===== src/rtl/oam_dma_pkg.sv =====
// oam_dma_pkg: shared widths, bus addresses and FSM encoding for the sprite DMA
package oam_dma_pkg;
  localparam int ADDR_WIDTH = 16;
  localparam int REG_WIDTH = 8;
  localparam logic [ADDR_WIDTH-1:0] OAM_DMA_TRIGGER = 16'h4014;
  localparam logic [ADDR_WIDTH-1:0] OAM_DATA = 16'h2004;
  typedef enum logic [2:0] {IDLE, HALT, ALIGN, READ, WRITE} state_e;
endpackage


===== src/rtl/oam_dma_if.sv =====
// oam_dma_if: CPU snoop and memory-side bus of the sprite DMA; slave is the DMA view
interface oam_dma_if;
  import oam_dma_pkg::*;
  logic cpu_we;
  logic [ADDR_WIDTH-1:0] cpu_addr;
  logic [REG_WIDTH-1:0] cpu_din;
  logic cpu_rdy;
  logic dma_busy;
  logic [ADDR_WIDTH-1:0] mem_addr;
  logic mem_we;
  logic [REG_WIDTH-1:0] mem_din;
  logic [REG_WIDTH-1:0] mem_dout;
  modport slave (
    input cpu_we, cpu_addr, cpu_din, mem_dout,
    output cpu_rdy, dma_busy, mem_addr, mem_we, mem_din
  );
  modport master (
    output cpu_we, cpu_addr, cpu_din, mem_dout,
    input cpu_rdy, dma_busy, mem_addr, mem_we, mem_din
  );
endinterface


===== src/rtl/oam_dma.sv =====
// oam_dma: sprite DMA copying page {P,00..FF} to the OAM data port; OAM_DMA_ODD_ALIGN_EN adds an align cycle on odd parity
module oam_dma
  import oam_dma_pkg::*;
#(
  parameter logic [ADDR_WIDTH-1:0] TRIGGER_ADDR = OAM_DMA_TRIGGER,
  parameter logic [ADDR_WIDTH-1:0] OAM_DATA_ADDR = OAM_DATA
) (
  input logic clk,
  input logic reset_n,
  oam_dma_if.slave bus
);
  state_e state_q, state_d;
  logic [REG_WIDTH-1:0] page_q, page_d, idx_q, idx_d;
  logic trig;
  state_e halt_next;
  assign trig = bus.cpu_we && (bus.cpu_addr == TRIGGER_ADDR);
`ifdef OAM_DMA_ODD_ALIGN_EN
  logic parity_q, parity_d;
  assign parity_d = ~parity_q;
  assign halt_next = parity_q ? ALIGN : READ;
  // free-running get/put parity, counted from reset
  always_ff @(posedge clk or negedge reset_n)
    if (!reset_n) parity_q <= 1'b0;
    else parity_q <= parity_d;
`else
  assign halt_next = READ;
`endif
  // state, page and byte index registers; reset aborts any transfer at once
  always_ff @(posedge clk or negedge reset_n)
    if (!reset_n) begin
      state_q <= IDLE;
      page_q <= '0;
      idx_q <= '0;
    end else begin
      state_q <= state_d;
      page_q <= page_d;
      idx_q <= idx_d;
    end
  // next state and bus outputs; WRITE forwards the byte read in the previous READ
  always_comb begin
    state_d = state_q;
    page_d = page_q;
    idx_d = idx_q;
    bus.cpu_rdy = 1'b0;
    bus.dma_busy = 1'b1;
    bus.mem_addr = '0;
    bus.mem_we = 1'b0;
    bus.mem_din = '0;
    case (state_q)
      IDLE: begin
        bus.cpu_rdy = 1'b1;
        bus.dma_busy = 1'b0;
        if (trig) begin
          state_d = HALT;
          page_d = bus.cpu_din;
          idx_d = '0;
        end
      end
      HALT: state_d = halt_next;
`ifdef OAM_DMA_ODD_ALIGN_EN
      ALIGN: state_d = READ;
`endif
      READ: begin
        bus.mem_addr = {page_q, idx_q};
        state_d = WRITE;
      end
      WRITE: begin
        bus.mem_addr = OAM_DATA_ADDR;
        bus.mem_we = 1'b1;
        bus.mem_din = bus.mem_dout;
        idx_d = idx_q + 1'b1;
        state_d = (idx_q == 8'hFF) ? IDLE : READ;
      end
      default: state_d = IDLE;
    endcase
  end
endmodule

===== src/flat_wrapper.sv =====
// flat-port wrapper written by rule: the top's interface ports become plain ports
module oam_dma_flat import oam_dma_pkg::*;
#(
  parameter logic [ADDR_WIDTH-1:0] TRIGGER_ADDR = OAM_DMA_TRIGGER,
  parameter logic [ADDR_WIDTH-1:0] OAM_DATA_ADDR = OAM_DATA
)
  (clk, reset_n, bus_cpu_we, bus_cpu_addr, bus_cpu_din, bus_mem_dout, bus_cpu_rdy, bus_dma_busy, bus_mem_addr, bus_mem_we, bus_mem_din);
  oam_dma_if bus_i ();
  input logic clk;
  input logic reset_n;
  input wire logic [$bits(bus_i.cpu_we)-1:0] bus_cpu_we;
  input wire logic [$bits(bus_i.cpu_addr)-1:0] bus_cpu_addr;
  input wire logic [$bits(bus_i.cpu_din)-1:0] bus_cpu_din;
  input wire logic [$bits(bus_i.mem_dout)-1:0] bus_mem_dout;
  output wire logic [$bits(bus_i.cpu_rdy)-1:0] bus_cpu_rdy;
  output wire logic [$bits(bus_i.dma_busy)-1:0] bus_dma_busy;
  output wire logic [$bits(bus_i.mem_addr)-1:0] bus_mem_addr;
  output wire logic [$bits(bus_i.mem_we)-1:0] bus_mem_we;
  output wire logic [$bits(bus_i.mem_din)-1:0] bus_mem_din;
  assign bus_i.cpu_we = bus_cpu_we;
  assign bus_i.cpu_addr = bus_cpu_addr;
  assign bus_i.cpu_din = bus_cpu_din;
  assign bus_i.mem_dout = bus_mem_dout;
  assign bus_cpu_rdy = bus_i.cpu_rdy;
  assign bus_dma_busy = bus_i.dma_busy;
  assign bus_mem_addr = bus_i.mem_addr;
  assign bus_mem_we = bus_i.mem_we;
  assign bus_mem_din = bus_i.mem_din;
  oam_dma #(.TRIGGER_ADDR(TRIGGER_ADDR), .OAM_DATA_ADDR(OAM_DATA_ADDR)) u_core (.clk(clk), .reset_n(reset_n), .bus(bus_i));
endmodule

===== config.mk =====
export PLATFORM = sky130hd
export DESIGN_NAME = oam_dma_flat
export DESIGN_NICKNAME = d
export VERILOG_FILES = /design/src/rtl/oam_dma_pkg.sv /design/src/rtl/oam_dma_if.sv /design/src/rtl/oam_dma.sv /design/src/flat_wrapper.sv
export SDC_FILE = /design/constraint.sdc
export NUM_CORES = 1
export LEC_CHECK = 0
export BUFFER_PORTS_ARGS = -buffer_cell sky130_fd_sc_hd__clkbuf_2
export CAP_MARGIN = 20
export CORE_UTILIZATION = 43
export DETAILED_ROUTE_END_ITERATION = 12
export PLACE_DENSITY = 0.88
export SLEW_MARGIN = 0
export SYNTH_ARGS = -nofsm -noshare
export SYNTH_HDL_FRONTEND = slang
export SYNTH_SLANG_ARGS = --single-unit
export TNS_END_PERCENT = 10

===== constraint.sdc =====
create_clock -name clk -period 3.5 [get_ports clk]
set_clock_uncertainty 0.05 [all_clocks]
set_input_delay 0.7 -clock clk [delete_from_list [all_inputs] [get_ports clk]]
set_output_delay 0.7 -clock clk [all_outputs]
set_load 0.1 [all_outputs]

### Word level (Yosys, flattened, before mapping)

Cells that the tools add are included.

* flip-flop bits (word level): 19
* latch bits: 0
* memory bits (writable): 0
* bits in read-only memories: 0
* input bits: 35
* output and inout bits: 27
* word-level logic and storage cells: 25
* memories kept: 0

* $add $sub $neg: 1
* multipliers: 0
* div/mod/pow operators: 0
* $lt $le $gt $ge: 0
* equality and inequality tests: 6
* shifts and indexed selects: 0
* mux-type cells: 10
* bitwise logic cells: 0
* reduce and logical (&&, ||, !) cells: 5

Operators with widths (count)
* 16-bit one-hot mux with 2 select lines: 1
* 16-bit by 15-bit equality test with 1-bit output, second input constant: 1
* 8-bit two-way mux: 2
* 8-bit one-hot mux with 2 select lines: 1
* 3-bit one-hot mux with 4 select lines: 1
* 8-bit by 1-bit adder with 8-bit output, second input constant: 1
* 8-bit equality test, second input constant: 1
* 2-bit AND reduction: 2
* 3-bit by 1-bit equality test with 1-bit output, second input constant: 1
* 3-bit by 2-bit equality test with 1-bit output, second input constant: 1
* 3-bit equality test, second input constant: 1
* 3-bit logical NOT: 1
* 1-bit two-way mux: 3
* 3-bit two-way mux: 1
* 2-bit two-way mux: 1
* 2-bit by 1-bit != test with 1-bit output, second input constant: 1
* 2-bit nonzero test: 1
* 1-bit logical AND: 1

### Longest topological paths before layout

Gate-level depths: netlist of the first run.

* word-level depth: 4
* gate-level depth with buffers: 6
* depth with buffers taken out: 5

### Worst setup path before layout of the first run

No wires, ideal clock.

* path kind: register -> output
* start: register u_core.state_q[1]
* end: output bus_mem_din[0]
* data arrival time: 2.297 ns
* required time: 2.750 ns
* setup slack: 0.453 ns
* stages on the path, launching flop included: 5
* path buffers: 1
* cells stage by stage: dfrtp_1 -> or3b_2 -> inv_2 -> buf_2 -> and2_1

* cells in the longest elaborated chain, start to end: 2

Ends and longest elaborated chain
* start: declaration: RTL line oam_dma.sv:12 `state_e state_q, state_d;`
* start signal: assignment: RTL line oam_dma.sv:35 `state_q <= state_d;`
* 3-bit equality test: RTL line oam_dma.sv:49 `case (state_q)`
* 8-bit two-way mux: RTL line oam_dma.sv:49
* end: declaration: RTL line flat_wrapper.sv:19 `output wire logic [$bits(bus_i.mem_din)-1:0] bus_mem_din;`

Every way passes these cells.

### Worst setup path after layout of the first run

* start: register u_core.state_q[0]
* end: output bus_mem_din[3]

The elaborated chain is that of the path after synthesis.

==> results of run 1 <==
layout make-up:
cell class | instances | area (um^2)
well taps | 30 | 37.5
clock inverters | 1 | 5.00
flip-flops and latches | 19 | 475
multi-input cells | 83 | 608
clock buffers | 3 | 22.5
inverters | 2 | 8.76
fillers | 210 | 1010
repair buffers | 61 | 305
metrics by stage:
step	hold slack (ns)	utilization, %	power (mW)
floorplan	0.354	-	0.227
global placement	0.411	57.9	0.249
detailed placement	0.438	57.9	0.250
CTS	0.292	59.0	0.360
global route	0.300	59.0	0.372
finish	0.275	59.0	0.360
worst paths after layout:
check,start,to,slack (ns),cells after the start
setup / recovery,u_core.state_q[0]$_DFFE_PN0P_,bus_mem_din[3],0.53,4
hold / removal,reset_n,u_core.idx_q[7]$_DFFE_PN0P_,0.27,1
setup reg to reg,u_core.state_q[0]$_DFFE_PN0P_,u_core.idx_q[6]$_DFFE_PN0P_,1.64,5
hold reg to reg,u_core.state_q[1]$_DFFE_PN0P_,u_core.state_q[1]$_DFFE_PN0P_,0.46,1
max in group asynchronous,reset_n,u_core.idx_q[6]$_DFFE_PN0P_,2.80,1
min in group clk,u_core.state_q[1]$_DFFE_PN0P_,u_core.state_q[1]$_DFFE_PN0P_,0.46,1
cells by family after synthesis:
family	count (synthesis)
and+or+nand+nor	59
DFF	19
AOI/OAI and AO/OA	11
muxes	9
buffers and inverters	6
xor gates and xnor gates	3
adders and majority gates	1
per-layer routing:
metal / track usage [%] / part of all wire (%) / vias to the layer above
met4: 11.4 / 2.1 / 0
met1: 23.3 / 38 / 508
li1: - / - / 499
met2: 33.8 / 54 / 46
met5: 0 / 0 / -
met3: 0.862 / 5.1 / 6
critical path: cells and delay by family (launching register included):
family                 cells  cell delay (ns)
buffers and inverters      2             0.69
AND/OR/NAND/NOR            2             0.79
flip-flops                 1             0.44
cell usage after synthesis, types with 2 or more instances:
| master | count |
|---|---|
| and2_1 | 23 |
| dfrtp_1 | 19 |
| nand2_1 | 11 |
| o21ai_0 | 6 |
| mux2_2 | 5 |
| nand3_1 | 4 |
| mux2_4 | 3 |
| nor2_1 | 3 |
| and3b_1 | 2 |
| clkbuf_1 | 2 |
| nand4_1 | 2 |
| nor2b_1 | 2 |
| nor4_2 | 2 |
| o211ai_1 | 2 |
| xor2_1 | 2 |
state kept, by name (all words and copies together) (netlist names):
name and count:
u_core.page_q 8, u_core.state_q 3, u_core.idx_q 8
report_power, final:
| group | switching (mW) | internal (mW) |
|---|---|---|
| Sequential | 0.000104 | 0.220 |
| Combinational | 0.0107 | 0.0150 |
| Clock | 0.0723 | 0.0426 |
| Total | 0.0831 | 0.277 |
==> flow_metrics.env, run 1 <==
export IMPL_status="completed"
export IMPL_yosys_area_share_xor_xnor_pct=2.35
export IMPL_die_area_um2=2810
export IMPL_wl_per_cell_um=13.0
export IMPL_final_cell_mix="clkbuf_2, and2_1, dfrtp_1"
export IMPL_syn2layout_area_growth_pct=30.6
export IMPL_first_pass_iters=5
export IMPL_grt_use_total_pct=19.3
export IMPL_max_stage_delay_ns=0.60
export IMPL_antenna_found_initial=0
export IMPL_die_y_um=53.0
export IMPL_num_nets_final=206
export IMPL_final_common_cell="clkbuf_2"
export IMPL_rows=18
export IMPL_required_ns=2.75
export IMPL_synthesis_nets=144
export IMPL_cp_arrival_ns=2.22
export IMPL_cts_setup_buffers=0
export IMPL_yosys_area_top_type="dfrtp_1"
export IMPL_syn_area_per_cell_um2=10.4
export IMPL_cts_tree="yes"
export IMPL_synth_seq_cells=19
export IMPL_cts_resized=0
export IMPL_fin_crit_ns=2.97
export IMPL_synthSimpleGateAreaFrac_pct=34.7
export IMPL_tightest_slew_ns=0.860
export IMPL_io_pins=62
export IMPL_critPathSlowestCell="or3b_2"
export IMPL_clockBufferDepth=2
export IMPL_synthDistinctLibCells=35
export IMPL_path_cells="or3b_2, inv_2, and2_1, clkbuf_2"
export IMPL_ys_async_sr_fraction_pct=100
export IMPL_cts_sinks=19
export IMPL_clkTransAtPathRegs_ns=0.12
export IMPL_drt_drc_violations_left=0
export IMPL_cp_start_kind="flop"
export IMPL_leakage_nw=0.799
export IMPL_wl_mm=2.59
export IMPL_syn_inst=108
export IMPL_grt_pass1_vias=918
export IMPL_io_buffers=61
export IMPL_stdcell_area_um2=1460
export IMPL_hold_violations=0
export IMPL_grt_pass1_wl_mm=3.99
export IMPL_clock_latency_ns=0.30
export IMPL_instances_no_fill=199
export IMPL_drive_gt1_share_pct=48.5
export IMPL_grt_max_degree=20
export IMPL_ys_top_cells_by_area="dfrtp_1, and2_1, mux2_2"
export IMPL_worst_slack_ns=0.528
export IMPL_yosysTopAreaCellShare_pct=42.5
export IMPL_power_density_nw_per_um2=246
export IMPL_yosys_warnings=0
export IMPL_cap_violations=0
export IMPL_max_slew_margin_rel_pct=42.4
export IMPL_ys_seq_area_share_pct=42.5
export IMPL_rsz0062_at_grt="false"
export IMPL_end_kind="primary output"
export IMPL_hp_class="in2async"
export IMPL_final_setup_tns_ns=0
export IMPL_synth_top_family_by_area="simple AND/OR/NAND/NOR gates"
export IMPL_start_util_pct=45.2
export IMPL_slew_violations=0
export IMPL_vias=1059
export IMPL_avgViaCountPerCell=5.32
export IMPL_peakVddDrop_mv=0.168
export IMPL_dr_first_iter_drc_count=36
export IMPL_diodes=0
export IMPL_synth_edff_count=0
export IMPL_yosys_area_share_adder_pct=1.12
export IMPL_dp_cells=195
export IMPL_path_max_fanout=16
export IMPL_ys_flop_type="dfrtp_1"
export IMPL_fin_crit_sh_pct=84.9
export IMPL_ant_nets=0
export IMPL_cts_root_buf="clkbuf_4"
export IMPL_gp_congestion=0.861
export IMPL_synth_area_mux_share_pct=9.94
export IMPL_setup_viol=0
export IMPL_hold_buffers=0
export IMPL_crit_type="reg2out"
export IMPL_post_place_ws_ns=0.887
export IMPL_synth_compound_area_share_pct=6.15
export IMPL_overflow=0
export IMPL_max_freq_mhz=336
export IMPL_hpwl_mm=2.02
export IMPL_synth_area_um2=1120
export IMPL_htree_levels=1
export IMPL_die_x_um=53.0
export IMPL_cts_buffers=3
export IMPL_coreArea_um2=2480
export IMPL_place_area_um2=1440
Note: power is estimated with default switching activity, not from simulation.
==> run 2, diff against run 1 <==
clock period = 2.94 ns   (was 3.5 ns; I/O delays follow)
==> run 2 against run 1 <==
Cell count increased by 0.50%. Core utilization increased by 0.25 points. Sequential power increased by 19%. Flip-flop and latch count unchanged. Non-clock buffer count increased by 1. Wire length increased by 6.0%. Via count decreased by 1.7%. Critical path depth unchanged. Die area unchanged. Combinational power increased by 19%. Design area increased by 0.43%. Highest routed layer unchanged. Total power increased by 17%.
==> flow_metrics.env, run 2 (synthesis results as in run 1) <==
export IMPL_status="completed"
export IMPL_post_place_ws_ns=0.441
export IMPL_io_pins=62
export IMPL_cts_resized=0
export IMPL_critPathSlowestCell="or3b_2"
export IMPL_hpwl_mm=2.23
export IMPL_peakVddDrop_mv=0.202
export IMPL_rrSetupSlack_ns=1.05
export IMPL_hold_buffers=0
export IMPL_fin_crit_ns=2.83
export IMPL_final_setup_tns_ns=0
export IMPL_path_max_fanout=16
export IMPL_clock_latency_ns=0.29
export IMPL_cap_violations=0
export IMPL_leakage_nw=0.802
export IMPL_fin_crit_sh_pct=96.2
export IMPL_path_cells="or3b_2, inv_2, and2_1, clkbuf_2"
export IMPL_start_util_pct=45.2
export IMPL_max_slew_margin_rel_pct=63.4
export IMPL_final_util_pct=59.3
export IMPL_gp_congestion=0.838
export IMPL_dp_cells=196
export IMPL_cts_tree="yes"
export IMPL_die_y_um=53.0
export IMPL_coreArea_um2=2480
export IMPL_fill_cells=205
export IMPL_reg2reg_depth=5
export IMPL_reg_top3="u_core.idx_q x8, u_core.page_q x8, u_core.state_q x3"
export IMPL_hp_class="in2async"
export IMPL_overflow=0
export IMPL_syn2layout_area_growth_pct=31.2
export IMPL_io_buffers=61
export IMPL_cts_setup_buffers=0
export IMPL_rows=18
export IMPL_vias=1041
export IMPL_cts_root_buf="clkbuf_4"
export IMPL_wl_per_cell_um=13.7
export IMPL_avgViaCountPerCell=5.21
export IMPL_timing_rr_start="u_core.state_q[1]$_DFFE_PN0P_"
export IMPL_clockBufferDepth=2
export IMPL_num_nets_final=207
export IMPL_grt_pass1_wl_mm=4.40
export IMPL_die_x_um=53.0
export IMPL_max_freq_mhz=353
export IMPL_instances_no_fill=200
export IMPL_die_area_um2=2810
export IMPL_drt_drc_violations_left=0
export IMPL_cp_arrival_ns=2.19
export IMPL_diodes=0
export IMPL_dr_first_iter_drc_count=22
export IMPL_tightest_slew_ns=0.552
export IMPL_crit_type="reg2out"
export IMPL_required_ns=2.30
export IMPL_cts_buffers=3
export IMPL_worst_slack_ns=0.110
export IMPL_htree_levels=1
export IMPL_setup_viol=0
export IMPL_r2r_end="u_core.idx_q[6]$_DFFE_PN0P_"
export IMPL_grt_max_degree=20
export IMPL_drive_gt1_share_pct=48.2
export IMPL_grt_use_total_pct=21.1
export IMPL_final_common_cell="clkbuf_2"
export IMPL_hold_violations=0
export IMPL_final_cell_mix="clkbuf_2, and2_1, dfrtp_1"
export IMPL_end_kind="primary output"
export IMPL_cts_sinks=19
export IMPL_ant_nets=0
export IMPL_crit_family="simple AND/OR/NAND/NOR gates"
export IMPL_path_buf_inv=2
export IMPL_grt_pass1_vias=1018
export IMPL_cp_start_kind="flop"
export IMPL_clkTransAtPathRegs_ns=0.11
export IMPL_slew_violations=0
export IMPL_rsz0062_at_grt="false"
export IMPL_power_density_nw_per_um2=287
export IMPL_wl_mm=2.75
export IMPL_antenna_found_initial=0
export IMPL_max_stage_delay_ns=0.62
export IMPL_first_pass_iters=5
-- run 2: cell types whose count changed in the layout (fill, tap and decap cells not counted) --
cell,previous run,this run
buf_4,0,1
clkinv_2,2,1
clkbuf_1,0,1
-- run 2: layout make-up --
type                            count  area (um^2)  share of cell area [%]
Multi-Input combinational cell     83          608                    41.4
Inverter                            2         8.76                   0.596
Clock buffer                        4         26.3                    1.79
Tap cell                           30         37.5                    2.56
Sequential cell                    19          475                    32.4
Timing Repair Buffer               62          313                    21.3
-- run 2: report_power, final --
| part | switching (mW) | internal (mW) |
|---|---|---|
| clock network | 0.0771 | 0.0526 |
| logic | 0.0128 | 0.0178 |
| registers | 0.000131 | 0.261 |
-- run 2: worst max path at each step --
stage	slack [ns]	start	to	depth (start not counted)
2_1_floorplan	0.005	u_core.state_q[1]$_DFFE_PN0P_	bus_mem_din[0]	4
3_3_place_gp	0.53	u_core.state_q[1]$_DFFE_PN0P_	bus_mem_din[6]	4
3_5_place_dp	0.44	u_core.state_q[0]$_DFFE_PN0P_	bus_mem_din[4]	4
4_1_cts	0.12	u_core.state_q[0]$_DFFE_PN0P_	bus_mem_din[4]	4
5_1_grt	0.01	u_core.state_q[0]$_DFFE_PN0P_	bus_mem_din[6]	4
6_report	0.11	u_core.state_q[1]$_DFFE_PN0P_	bus_mem_din[7]	4
-- run 2: per-layer routing --
metal	wire length, um	track usage [%]
met5	0	0
met4	34	8.33
met3	110	1.72
met2	1570	38.8
met1	1040	24.9
-- run 2: metrics by stage --
| stage | hold slack [ns] | cell area, um^2 | total power, mW |
|---|---|---|---|
| floorplan | 0.242 | 1120 | 0.270 |
| global placement | 0.409 | 1440 | 0.296 |
| detailed placement | 0.435 | 1440 | 0.298 |
| CTS | 0.186 | 1470 | 0.424 |
| global route | 0.201 | 1470 | 0.436 |
| finish | 0.180 | 1470 | 0.422 |
